<file path="src/rtl/fingering_prompter.sv">
// Practice sequencer: reads a song of note codes from an external ROM,
// presents each target's valves and airflow, and scores the player's note.
//
// Ports:
//   clk, reset        clock; asynchronous active-high reset
//   start             pulse: start or restart a song (from IDLE or DONE)
//   song_addr         registered ROM address
//   song_note         ROM data for song_addr, same cycle
//   player_note       note code the player is currently producing
//   target_note       current target code (0 in IDLE/DONE)
//   target_keys       valves to press, bit 2 = valve 1
//   target_airflow    airflow level for the target
//   hit, miss         one-cycle scoring pulses
//   hits, misses      saturating score counters
//   busy              high in FETCH, WAIT_MATCH and NEXT
//   done              high in DONE
module fingering_prompter #(
    parameter int ADDR_W         = 3,
    parameter int SONG_LEN       = 8,
    parameter int HOLD_CYCLES    = 4,
    parameter int TIMEOUT_CYCLES = 1024
) (
    input  logic              clk,
    input  logic              reset,
    input  logic              start,
    output logic [ADDR_W-1:0] song_addr,
    input  logic [4:0]        song_note,
    input  logic [4:0]        player_note,
    output logic [4:0]        target_note,
    output logic [2:0]        target_keys,
    output logic [1:0]        target_airflow,
    output logic              hit,
    output logic              miss,
    output logic [7:0]        hits,
    output logic [7:0]        misses,
    output logic              busy,
    output logic              done
);

    localparam int HOLD_W = $clog2(HOLD_CYCLES + 1);
    localparam int TIME_W = $clog2(TIMEOUT_CYCLES + 1);

    typedef enum logic [2:0] {
        S_IDLE,
        S_FETCH,
        S_WAIT,
        S_NEXT,
        S_DONE
    } state_t;

    state_t state_q, state_d;

    logic [HOLD_W-1:0] hold_q, hold_d, hold_inc;
    logic [TIME_W-1:0] timer_q, timer_d, timer_inc;

    logic [ADDR_W-1:0] addr_d;
    logic [4:0]        tnote_d;
    logic [2:0]        tkeys_d;
    logic [1:0]        tair_d;
    logic              hit_d, miss_d;
    logic [7:0]        hits_d, misses_d;
    logic              busy_d, done_d;

    // Returns {airflow, keys}; terminators map to all zeros.
    function automatic logic [4:0] map_note(input logic [4:0] n);
        logic [4:0] r;
        case (n)
            5'd1:    r = 5'b01_000;
            5'd2:    r = 5'b01_111;
            5'd3:    r = 5'b01_101;
            5'd4:    r = 5'b01_011;
            5'd5:    r = 5'b01_110;
            5'd6:    r = 5'b01_100;
            5'd7:    r = 5'b01_010;
            5'd8:    r = 5'b10_000;
            5'd9:    r = 5'b10_011;
            5'd10:   r = 5'b10_110;
            5'd11:   r = 5'b10_100;
            5'd12:   r = 5'b10_010;
            5'd13:   r = 5'b11_000;
            5'd14:   r = 5'b11_110;
            5'd15:   r = 5'b11_100;
            5'd16:   r = 5'b11_010;
            default: r = 5'b00_000;
        endcase
        return r;
    endfunction

    function automatic logic is_term(input logic [4:0] n);
        return (n == 5'd0) || (n > 5'd16);
    endfunction

    always_comb begin
        state_d  = state_q;
        hold_d   = hold_q;
        timer_d  = timer_q;
        addr_d   = song_addr;
        tnote_d  = target_note;
        tkeys_d  = target_keys;
        tair_d   = target_airflow;
        hit_d    = 1'b0;
        miss_d   = 1'b0;
        hits_d   = hits;
        misses_d = misses;

        timer_inc = timer_q + 1'b1;
        // A rest (0) never matches since a presented target is never 0.
        hold_inc  = (player_note == target_note) ? hold_q + 1'b1 : '0;

        unique case (state_q)
            S_IDLE, S_DONE: begin
                if (start) begin
                    addr_d   = '0;
                    hits_d   = '0;
                    misses_d = '0;
                    state_d  = S_FETCH;
                end
            end
            S_FETCH: begin
                if (is_term(song_note)) begin
                    tnote_d = '0;
                    tkeys_d = '0;
                    tair_d  = '0;
                    state_d = S_DONE;
                end else begin
                    tnote_d            = song_note;
                    {tair_d, tkeys_d}  = map_note(song_note);
                    hold_d             = '0;
                    timer_d            = '0;
                    state_d            = S_WAIT;
                end
            end
            S_WAIT: begin
                hold_d  = hold_inc;
                timer_d = timer_inc;
                // Hit is tested first so a simultaneous timeout is dropped.
                if (hold_inc == HOLD_W'(HOLD_CYCLES)) begin
                    hit_d   = 1'b1;
                    hits_d  = (hits == 8'hFF) ? hits : hits + 8'd1;
                    state_d = S_NEXT;
                end else if (timer_inc == TIME_W'(TIMEOUT_CYCLES)) begin
                    miss_d   = 1'b1;
                    misses_d = (misses == 8'hFF) ? misses : misses + 8'd1;
                    state_d  = S_NEXT;
                end
            end
            S_NEXT: begin
                if (song_addr == ADDR_W'(SONG_LEN - 1)) begin
                    tnote_d = '0;
                    tkeys_d = '0;
                    tair_d  = '0;
                    state_d = S_DONE;
                end else begin
                    addr_d  = song_addr + 1'b1;
                    state_d = S_FETCH;
                end
            end
            default: state_d = S_IDLE;
        endcase

        // Status flags are registered from the next state.
        busy_d = (state_d == S_FETCH) || (state_d == S_WAIT)
              || (state_d == S_NEXT);
        done_d = (state_d == S_DONE);
    end

    always_ff @(posedge clk or posedge reset) begin
        if (reset) begin
            state_q        <= S_IDLE;
            hold_q         <= '0;
            timer_q        <= '0;
            song_addr      <= '0;
            target_note    <= '0;
            target_keys    <= '0;
            target_airflow <= '0;
            hit            <= 1'b0;
            miss           <= 1'b0;
            hits           <= '0;
            misses         <= '0;
            busy           <= 1'b0;
            done           <= 1'b0;
        end else begin
            state_q        <= state_d;
            hold_q         <= hold_d;
            timer_q        <= timer_d;
            song_addr      <= addr_d;
            target_note    <= tnote_d;
            target_keys    <= tkeys_d;
            target_airflow <= tair_d;
            hit            <= hit_d;
            miss           <= miss_d;
            hits           <= hits_d;
            misses         <= misses_d;
            busy           <= busy_d;
            done           <= done_d;
        end
    end

endmodule

</file>
<file path="config.mk">
export PLATFORM = sky130hd
export DESIGN_NAME = fingering_prompter
export DESIGN_NICKNAME = d
export VERILOG_FILES = /design/src/rtl/fingering_prompter.sv
export SDC_FILE = /design/constraint.sdc
export NUM_CORES = 1
export LEC_CHECK = 0
export ABC_CLOCK_PERIOD_IN_PS = 2600
export BUFFER_PORTS_ARGS = -buffer_cell sky130_fd_sc_hd__buf_2
export CORE_UTILIZATION = 51
export DETAILED_ROUTE_END_ITERATION = 8
export PLACE_DENSITY = 0.75
export SLEW_MARGIN = 10
export SYNTH_ARGS = -nofsm -noshare
export SYNTH_HDL_FRONTEND = slang
export SYNTH_SLANG_ARGS = --single-unit
export TNS_END_PERCENT = 100
</file>
<file path="constraint.sdc">
create_clock -name clk -period 2.6 [get_ports clk]
set_clock_uncertainty 0.15 [all_clocks]
set_input_delay 0.52 -clock clk [delete_from_list [all_inputs] [get_ports clk]]
set_output_delay 0.52 -clock clk [all_outputs]
set_load 0.05 [all_outputs]
</file>
# After elaboration in Yosys (flattened, before gate mapping)
# Memories as Yosys holds them, arrays and structs flattened.
# Cells that the tools add are included.
# classes
n_addsub	5
order_cmp	1
eq_ne	23
muxes	36
reduce_logical	15
# op_table
operator	n
8-bit 2-to-1 mux	6
3-bit 2-to-1 mux	11
8-bit case mux with 2 select lines	2
11-bit case mux with 2 select lines	1
2-bit inequality test (second input constant)	9
3-bit case mux with 2 select lines	3
8-bit by 1-bit adder with 8-bit output (second input constant)	2
8-bit equality test (second input constant)	2
3-bit by 2-bit equality test with 1-bit output (second input constant)	4
3-bit equality test (second input constant)	4
3-bit case mux with 4 select lines	1
11-bit by 1-bit adder with 11-bit output (second input constant)	1
11-bit equality test (second input constant)	1
11-bit 2-to-1 mux	1
5-bit 2-to-1 mux	2
5-bit case mux with 2 select lines	1
2-bit nonzero test	4
3-bit by 1-bit adder with 3-bit output (second input constant)	2
3-bit by 1-bit equality test with 1-bit output (second input constant)	2
5-bit equality test	1
5-bit greater-than comparator (second input constant)	1
5-bit logical NOT	1
1-bit 2-to-1 mux	5
5-bit AND reduction	1
other kinds (8)	12
# totals
register_bits	50
rom_bits	160
in_bits	13
n_memories	1
# memory_table
name	depth	width	read_ports	rd_ports_with_merged_regs	wr	line_no	text
(name not given)	32	5	1	0	0	67	case (n)

# Longest topological paths before layout
# Gate-level depths: netlist of the first run.
# logic_depth
ltp_word	8
mapped_depth	9
depth_no_buf	8

# Worst setup path before layout of the first run
# OpenSTA, ideal clock, no wires.
# synth_timing
path_type	input -> register
start	input song_note[0]
end	register timer_q[6]
arrival_ns	2.384
slack_ns	-0.064
path_stages	9
n_path_buf	1
path_cell_list	inv_1 > ha_1 > nor3b_1 > ha_1 > nor3_1 > nor2_1 > clkbuf_1 > o21ai_0 > o41ai_1
# synth_between
elab_chain_len	4
elab_cells_between_ends	5
cone_classes	order compare: 1; eq/ne: 1; reduce/logical: 3
# synth_rtl
element	line_no	text
from (decl)	27	input logic [4:0] song_note,
5-bit greater-than comparator or 5-bit logical NOT (tied branches)	90	return (n == 5'd0) || (n > 5'd16);
1-bit logical OR (*)	90	
2-bit inequality test (no source line) (*)	n/a	
2-bit AND reduction (no source line) (*)	n/a	
to (signal assigned)	185	timer_q <= timer_d;
to (decl)	54	logic [TIME_W-1:0] timer_q, timer_d, timer_inc;
# Every way passes the cells marked *; elsewhere a longest branch is shown, timed or not.
# A chain may end at the register's enable or synchronous reset.

# Final worst setup path of the first run
# layout_timing
start	register timer_q[0]
end	register misses[2]
# layout_between
elab_chain_len	4
# layout_rtl
element	line_no	text
11-bit by 1-bit adder with 11-bit output	106	timer_inc = timer_q + 1'b1;
11-bit equality test	141	end else if (timer_inc == TIME_W'(TIMEOUT_CYCLES)) begin
2-bit inequality test (no source line)	n/a	
5-bit AND reduction (no source line)	n/a	
to (signal assigned)	193	misses <= misses_d;
to (decl)	35	output logic [7:0] misses,
# Every way passes these cells.

==> results.json, run 1 <==
{
  "grt_pass1_wl_um": 10900,
  "rr_endpoint": "misses[2]",
  "grt_util_met1": 0.308,
  "ys_ff_latch": 50,
  "cp_max_fo": 6,
  "io_buffers": 45,
  "post_dp_cell_area_sq_mm": 0.00323,
  "synthTopCellsByArea": "dfrtp_1 (44%), o21ai_0 (5.0%), ha_1 (4.9%), nand2_1 (4.8%), mux2i_1 (3.9%)",
  "worst_slack_ns": 0.116,
  "synth_compound_area_frac": 0.157,
  "drt-pass1-iter-count": 4,
  "die_h_um": 76.4,
  "maxCapViolCount": 0,
  "min_period_ns": 2.48,
  "final-setup-viol-count": 0,
  "initial_core_util": 0.540,
  "synthArstFlopShare": 1.00,
  "p_leak_nw": 1.60,
  "max_slew.worst_pin.slew_ns": 0.630,
  "final_nets": 387,
  "end_kind": "flip-flop",
  "worstSetupEndpoint": "misses[2]",
  "slew_violations": 0,
  "met3_usage": 0.0455,
  "drive_gt1_frac": 0.261,
  "die_w_um": 76.4,
  "synth_edf_count": 0,
  "synth_top_family_by_area": "simple AND/OR/NAND/NOR gates",
  "synth_area_per_cell_sq_um": 9.33,
  "detail-route-antenna-nets": 0,
  "antenna_cells": 0,
  "drt_wl_total_um": 6320,
  "synth.largest_area_cell": "dfrtp_1",
  "cts.clk_slew.worst_paths_ns": 0.09,
  "grt_use_met2": 0.377,
  "core.rowCount": 26,
  "clk_latency_ns": 0.31,
  "synth_cell_types": 46,
  "cts-root-buf": "clkbuf_8",
  "coreArea_sq_mm": 0.00524,
  "cts_sinks": 50,
  "max_slew_margin": 0.580,
  "cts.htree.levels": 2,
  "cp-start-kind": "flip-flop",
  "gr-total-overflow": 0,
  "postLayoutCellArea_sq_mm": 0.00338,
  "synth_fa_ha_area_frac": 0.0487,
  "syn_area_sq_mm": 0.00283,
  "vdd_drop_max_v": 0.000737,
  "synth_top_cell_area_share": 0.443,
  "period_share": 0.955,
  "yosysMostFrequentCell": "dfrtp_1",
  "synth_seq_area_share": 0.443,
  "grt-busiest-layer": "met2",
  "dr_total_vias": 2454,
  "worstPathRequired_ns": 2.67,
  "place_hpwl_um": 4590,
  "syn_to_final_growth_pct": 19.5,
  "drt_iter0_markers": 193,
  "synth_nets": 327,
  "dp_slack_ns": 0.0336,
  "antenna_found_initial": 0,
  "p_total_mw": 2.67,
  "vias_per_cell": 5.65,
  "clk_path_buf_depth": 2,
  "r2r.worst_path.cells": 7,
  "grt_pass1_vias": 2348,
  "synthCells": 303,
  "post-route-drc-count": 0,
  "io_pins": 46,
  "yosys.area_share.xor_xnor": 0.0310,
  "path_class": "reg -> reg",
  "grt_usage": 0.230,
  "status": "completed",
  "powerDensity_mw_per_mm2": 792,
  "grt_max_degree": 51,
  "synth_ff_type": "dfrtp_1",
  "dieArea_sq_mm": 0.00584,
  "r2r_setup_slack_ns": 0.12,
  "wire_per_inst_um": 14.6,
  "startpoint": "timer_q[0]",
  "hold_slack_ns": 0.212,
  "place_congestion": 0.855,
  "synthSimpleGateAreaFrac": 0.246,
  "ys_warn_count": 0,
  "max_freq_mhz": 403,
  "hold_class": "in -> async",
  "cts_tree": "done",
  "hold_violations": 0,
  "arrival_ns": 2.56,
  "r2r-start": "timer_q[0]",
  "numCtsBuffers": 5,
  "synth_mux_area_frac": 0.0429,
  "synth_common_cells": "dfrtp_1 (50), nand2_1 (36), o21ai_0 (28)"
}
==> timing repair <==
action	in CTS	in global routing
setup endpoints to repair	0	6
gates resized for setup	0	7
hold buffers	0	0
setup buffers	0	2
==> layer usage <==
| layer | part of all wire | routed length (um) | up-vias |
|---|---|---|---|
| met5 | 0 | 0 | - |
| met4 | 0.012 | 78 | 0 |
| met3 | 0.045 | 286 | 9 |
| met2 | 0.47 | 2980 | 70 |
| met1 | 0.47 | 2970 | 1160 |
| li1 | - | - | 1215 |
==> power breakdown <==
part	switching (mW)	internal (mW)	total, mW
registers	0.121	0.909	1.03
clock network	0.264	0.284	0.548
logic	0.749	0.348	1.10
total	1.13	1.54	2.67
==> cells in the final DEF (no fill, tap or decap), types with 10 or more instances in the layout <==
cell type / count
ha_1: 10
nor2_1: 27
o21ai_0: 28
nand2_1: 36
buf_4: 21
buf_2: 45
nor3_1: 10
nand2b_1: 10
dfrtp_1: 48
mux2i_1: 11
==> logic make-up after synthesis <==
group,count (synthesis)
XOR/XNOR,10
AND/OR/NAND/NOR,131
AO/OA/AOI/OAI,68
flip-flops,50
buffers and inverters,21
multiplexers,12
adder cells (fa/ha/maj),11
==> registers in the layout (all words and copies together), names as in the netlist <==
register	flops
misses	8
target_note	5
target_airflow	2
busy	1
state_q	3
miss	1
done	1
song_addr	3
hold_q	3
timer_q	11
hits	8
target_keys	3
hit	1
==> worst max-delay path, stage by stage (launching register included) <==
cell and delay, ns:
dfrtp_2 0.41, ha_2 0.20, nand3_2 0.12, or4b_1 0.52, a32o_2 0.33, buf_4 0.17, nor4b_2 0.27, mux2i_1 0.23
==> final cells by class <==
class,count,area (sq um)
clock buffers,5,68.8
well taps,70,87.6
fillers,431,1860
flip-flops and latches,50,1250
multi-input cells,232,1510
repair buffers,66,383
clock inverters,3,40.0
inverters,8,30.0
==> per-stage QoR <==
stage	TNS, ns	utilization	instances
after global routing	-0.00133	0.645	434
after floorplan	0	-	303
after global placement	0	0.616	424
after CTS	0	0.637	432
after detailed placement	0	0.616	424
final	0	0.645	434
==> how the worst min path moves through the flow <==
| stage | to | depth (start not counted) |
|---|---|---|
| floorplan | hold_q[1] | 2 |
| global placement | target_keys[2] | 2 |
| detailed placement | target_keys[0] | 2 |
| CTS | hold_q[1] | 3 |
| global route | hold_q[1] | 3 |
| finish | hold_q[0] | 3 |
Power figures use the tool's default switching activity.
==> run 2, diff against run 1 <==
--- a/config.mk
+++ b/config.mk
@@ -9,7 +9,7 @@
 export BUFFER_PORTS_ARGS = -buffer_cell sky130_fd_sc_hd__buf_2
 export CORE_UTILIZATION = 51
 export DETAILED_ROUTE_END_ITERATION = 8
-export PLACE_DENSITY = 0.75
+export PLACE_DENSITY = 0.76
 export SLEW_MARGIN = 10
 export SYNTH_ARGS = -nofsm -noshare
 export SYNTH_HDL_FRONTEND = slang
==> results.json, run 2 (synthesized netlist as in run 1, its figures left out) <==
{
  "p_leak_nw": 1.58,
  "crit_buf_inv": 1,
  "worstPathRequired_ns": 2.68,
  "n_fill_cell": 435,
  "power_frac_seq": 0.404,
  "r2r-start": "timer_q[0]",
  "grt_pass1_wl_um": 10600,
  "grt_pass1_vias": 2257,
  "status": "completed",
  "coreArea_sq_mm": 0.00524,
  "post-route-drc-count": 0,
  "clk_latency_ns": 0.30,
  "slew_violations": 0,
  "core.rowCount": 26,
  "io_buffers": 45,
  "arrival_ns": 2.58,
  "powerDensity_mw_per_mm2": 758,
  "rsz0062_at_grt": "true",
  "max_stage_delay_ns": 0.53,
  "grt_max_degree": 27,
  "period_share": 0.962,
  "drt_iter0_markers": 164,
  "final_cell_mix": "dfrtp_1 (50), buf_2 (45), nand2_1 (36)",
  "comb_power_share": 0.425,
  "regArea_sq_mm": 0.00125,
  "setup_tns_ns": 0,
  "end_kind": "flip-flop",
  "final-setup-viol-count": 0,
  "die_w_um": 76.4,
  "syn_to_final_growth_pct": 17.5,
  "drt_wl_total_um": 6050,
  "detail-route-antenna-nets": 0,
  "antenna_cells": 0,
  "drt-pass1-iter-count": 4,
  "cts.htree.levels": 2,
  "clk_path_buf_depth": 2,
  "dieArea_sq_mm": 0.00584,
  "largest_register_ffs": 11,
  "path_class": "reg -> reg",
  "cts_tree": "done",
  "max_freq_mhz": 400,
  "max_slew_margin": 0.596,
  "critPathSlowestCell": "or4b_1",
  "power.internal_mw": 1.42,
  "vdd_drop_max_v": 0.000616,
  "cp-start-kind": "flip-flop",
  "io_pins": 46,
  "instances_no_fill": 432,
  "place_congestion": 0.859,
  "final_nets": 386,
  "drive_gt1_frac": 0.240,
  "antenna_found_initial": 0,
  "grt_usage": 0.224,
  "hold_violations": 0,
  "switching_share": 0.435,
  "vias_per_cell": 5.58,
  "cts_sinks": 50,
  "critPathTopFamily": "simple AND/OR/NAND/NOR gates",
  "wire_per_inst_um": 14.0,
  "hold_class": "in -> async",
  "r2r.worst_path.cells": 7,
  "cts.clk_slew.worst_paths_ns": 0.09,
  "place_hpwl_um": 4510,
  "cp_max_fo": 6,
  "dr_total_vias": 2411,
  "die_h_um": 76.4,
  "r2r_setup_slack_ns": 0.1,
  "path_cells": "ha_1 > nand3_2 > or4b_1 > a32o_2 > buf_4 > nor4b_2 > mux2i_1",
  "maxCapViolCount": 0,
  "largestRegisters": "timer_q: 11 flops, hits: 8 flops, misses: 8 flops",
  "min_period_ns": 2.50,
  "cts-root-buf": "clkbuf_8",
  "gr-total-overflow": 0,
  "multiInputGateArea_sq_mm": 0.00150,
  "p_clk_frac": 0.172,
  "rr_endpoint": "misses[2]",
  "layout_commonest_cell": "dfrtp_1",
  "switchingPower_mw": 1.09,
  "numCtsBuffers": 5,
  "max_slew.worst_pin.slew_ns": 0.602,
  "largest_register": "timer_q",
  "initial_core_util": 0.540,
  "dp_cells": 423
}
[run 2: layer usage]
layer / routed length [um] / share of wire / GRT usage
met1: 2880 / 0.48 / 0.313
met3: 193 / 0.032 / 0.0359
met5: 0 / 0 / 0
met2: 2910 / 0.48 / 0.362
met4: 57 / 0.0094 / 0.0577
[run 2: through the flow]
step                      worst slack (ns)  area (sq um)  power (mW)  utilization  hold WS [ns]
final                               0.0986          3320        2.52        0.634         0.101
after detailed placement            0.0819          3220        2.07        0.615         0.312
after global routing               -0.0446          3320        2.69        0.634         0.144
after floorplan                      0.105          2830        1.79            -         0.304
after global placement               0.151          3220        2.06        0.615         0.317
after CTS                           0.0607          3300        2.51        0.630         0.126
[run 2: power by group through the flow]
stage	combinational [mW]	clock [mW]	sequential (mW)
floorplan	0.502	0	1.28
global placement	1.03	0	1.03
detailed placement	1.04	0	1.03
CTS	1.05	0.450	1.02
global route	1.17	0.482	1.03
finish	1.07	0.432	1.02
[run 2: how the worst max path moves through the flow]
stage                     startpoint        end  slack (ns)  cells past startpoint
after global placement    timer_q[0]  misses[3]        0.15                      6
final                     timer_q[0]  misses[2]         0.1                      7
after floorplan           timer_q[0]  misses[3]        0.11                      7
after detailed placement  timer_q[0]  misses[2]        0.08                      7
after CTS                 timer_q[0]  misses[2]        0.06                      7
after global routing      timer_q[0]  misses[2]       -0.04                      7
[run 2: final cells by class]
type / count / area share
multi-input cells: 232 / 0.451
flip-flops and latches: 50 / 0.377
repair buffers: 65 / 0.113
well taps: 70 / 0.0264
clock buffers: 6 / 0.0218
inverters: 8 / 0.00904
clock inverters: 1 / 0.00226
[run 2: repair_timing]
item                                    in CTS  in global routing
buffers inserted                             0                  2
endpoints found under the setup margin       0                  5
hold buffers                                 0                  0
gates resized for setup                      0                  2
==> run 3, diff against run 2 <==
--- a/config.mk
+++ b/config.mk
@@ -5,11 +5,11 @@
 export SDC_FILE = /design/constraint.sdc
 export NUM_CORES = 1
 export LEC_CHECK = 0
-export ABC_CLOCK_PERIOD_IN_PS = 2600
+export ABC_CLOCK_PERIOD_IN_PS = 2900
 export BUFFER_PORTS_ARGS = -buffer_cell sky130_fd_sc_hd__buf_2
-export CORE_UTILIZATION = 51
+export CORE_UTILIZATION = 54
 export DETAILED_ROUTE_END_ITERATION = 8
-export PLACE_DENSITY = 0.76
+export PLACE_DENSITY = 0.77
 export SLEW_MARGIN = 10
 export SYNTH_ARGS = -nofsm -noshare
 export SYNTH_HDL_FRONTEND = slang
==> constraint.sdc (replaced) <==
create_clock -name clk -period 2.9 [get_ports clk]
set_clock_uncertainty 0.15 [all_clocks]
set_input_delay 0.58 -clock clk [delete_from_list [all_inputs] [get_ports clk]]
set_output_delay 0.58 -clock clk [all_outputs]
set_load 0.05 [all_outputs]
==> results.json, run 3 (synthesized netlist as in run 1, its figures left out) <==
{
  "hold_slack_ns": 0.282,
  "switchingPower_mw": 0.984,
  "antenna_found_initial": 0,
  "rsz0062_at_grt": "false",
  "core.rowCount": 25,
  "powerDensity_mw_per_mm2": 708,
  "largest_register": "timer_q",
  "numCtsBuffers": 5,
  "drive_gt1_frac": 0.208,
  "period_share": 0.926,
  "status": "completed",
  "switching_share": 0.428,
  "dp_cells": 410,
  "grt_max_degree": 42,
  "cts_tree": "done",
  "cts_post_setup_buffers_inserted": 0,
  "slew_violations": 0,
  "layout_commonest_cell": "dfrtp_1",
  "power_frac_seq": 0.406,
  "p_clk_frac": 0.215,
  "p_total_mw": 2.30,
  "cts_sinks": 50,
  "end_kind": "flip-flop",
  "coreArea_sq_mm": 0.00488,
  "antenna_cells": 0,
  "die_h_um": 74.3,
  "max_slew.worst_pin.slew_ns": 0.849,
  "grt_pass1_vias": 2140,
  "final_nets": 374,
  "syn_to_final_growth_pct": 14.9,
  "dp_slack_ns": 0.0717,
  "cts.htree.levels": 2,
  "maxCapViolCount": 0,
  "clk_path_buf_depth": 2,
  "place_congestion": 0.795,
  "gr-total-overflow": 0,
  "arrival_ns": 2.74,
  "wire_per_inst_um": 14.4,
  "cp-start-kind": "flip-flop",
  "detail-route-antenna-nets": 0,
  "largestRegisters": "timer_q: 11 flops, hits: 8 flops, misses: 8 flops",
  "path_class": "reg -> reg",
  "hold_violations": 0,
  "final-setup-viol-count": 0,
  "regArea_sq_mm": 0.00125,
  "cts_resized": 0,
  "place_hpwl_um": 4340,
  "r2r_setup_slack_ns": 0.21,
  "post-route-drc-count": 0,
  "max_slew_margin": 0.432,
  "clk_latency_ns": 0.31,
  "largest_register_ffs": 11,
  "min_period_ns": 2.69,
  "p_leak_nw": 1.54,
  "drt-pass1-iter-count": 4,
  "dieArea_sq_mm": 0.00553,
  "hold_class": "in -> async",
  "drt_iter0_markers": 127,
  "cp_max_fo": 9,
  "io_buffers": 45,
  "power.internal_mw": 1.31,
  "die_w_um": 74.3,
  "max_freq_mhz": 372,
  "grt_pass1_wl_um": 9980,
  "worst_slack_ns": 0.213,
  "dr_total_vias": 2428,
  "io_pins": 46,
  "final_cell_mix": "dfrtp_1 (50), buf_2 (45), nand2_1 (36)",
  "setup_tns_ns": 0,
  "comb_power_share": 0.379,
  "multiInputGateArea_sq_mm": 0.00149,
  "grt_usage": 0.238,
  "vias_per_cell": 5.81,
  "drt_wl_total_um": 6010,
  "vdd_drop_max_v": 0.000583,
  "instances_no_fill": 418,
  "initial_core_util": 0.579,
  "n_fill_cell": 429,
  "cts-root-buf": "clkbuf_8",
  "ctsHoldBuffers": 0,
  "worstPathRequired_ns": 2.95,
  "cts.clk_slew.worst_paths_ns": 0.09
}
run 3: path summary, 6_finish.rpt:
path	end	cells after the start	start
max	misses[3]	6	timer_q[0]
min	hold_q[2]	2	reset
max reg2reg	misses[3]	6	timer_q[0]
min reg2reg	target_keys[2]	2	target_keys[2]
max in group asynchronous	target_keys[2]	3	reset
min in group clk	target_keys[2]	2	target_keys[2]
run 3: worst max-delay path, cell delays in order (launching register included):
cell	delay [ns]
dfrtp_1	0.43
ha_1	0.25
nand3_1	0.18
or4b_1	0.54
a32o_1	0.39
nor4_2	0.31
mux2_1	0.34
run 3: layer usage:
| metal | up-vias | global-route usage | routed length, um |
|---|---|---|---|
| met5 | - | 0 | 0 |
| met4 | 0 | 0.0755 | 100 |
| met3 | 9 | 0.0420 | 242 |
| met2 | 53 | 0.384 | 2830 |
| met1 | 1165 | 0.326 | 2830 |
| li1 | 1201 | - | - |
run 3: stage by stage:
| step | util | cell area (sq um) |
|---|---|---|
| floorplan | - | 2830 |
| global placement | 0.643 | 3140 |
| detailed placement | 0.643 | 3140 |
| CTS | 0.665 | 3250 |
| global route | 0.665 | 3250 |
| finish | 0.665 | 3250 |
run 3: power groups by stage:
stage	Sequential, mW	Combinational (mW)	Clock [mW]
2_1_floorplan	1.15	0.447	0
5_1_grt	0.951	0.954	0.525
3_5_place_dp	0.939	0.871	0
3_3_place_gp	0.940	0.858	0
6_report	0.932	0.872	0.494
4_1_cts	0.928	0.875	0.505
run 3: layout make-up:
cell class              count  area share
repair buffers             53      0.0879
clock buffers               6      0.0224
clock inverters             2      0.0116
multi-input cells         232       0.458
flip-flops and latches     50       0.385
well taps                  67      0.0258
inverters                   8     0.00925
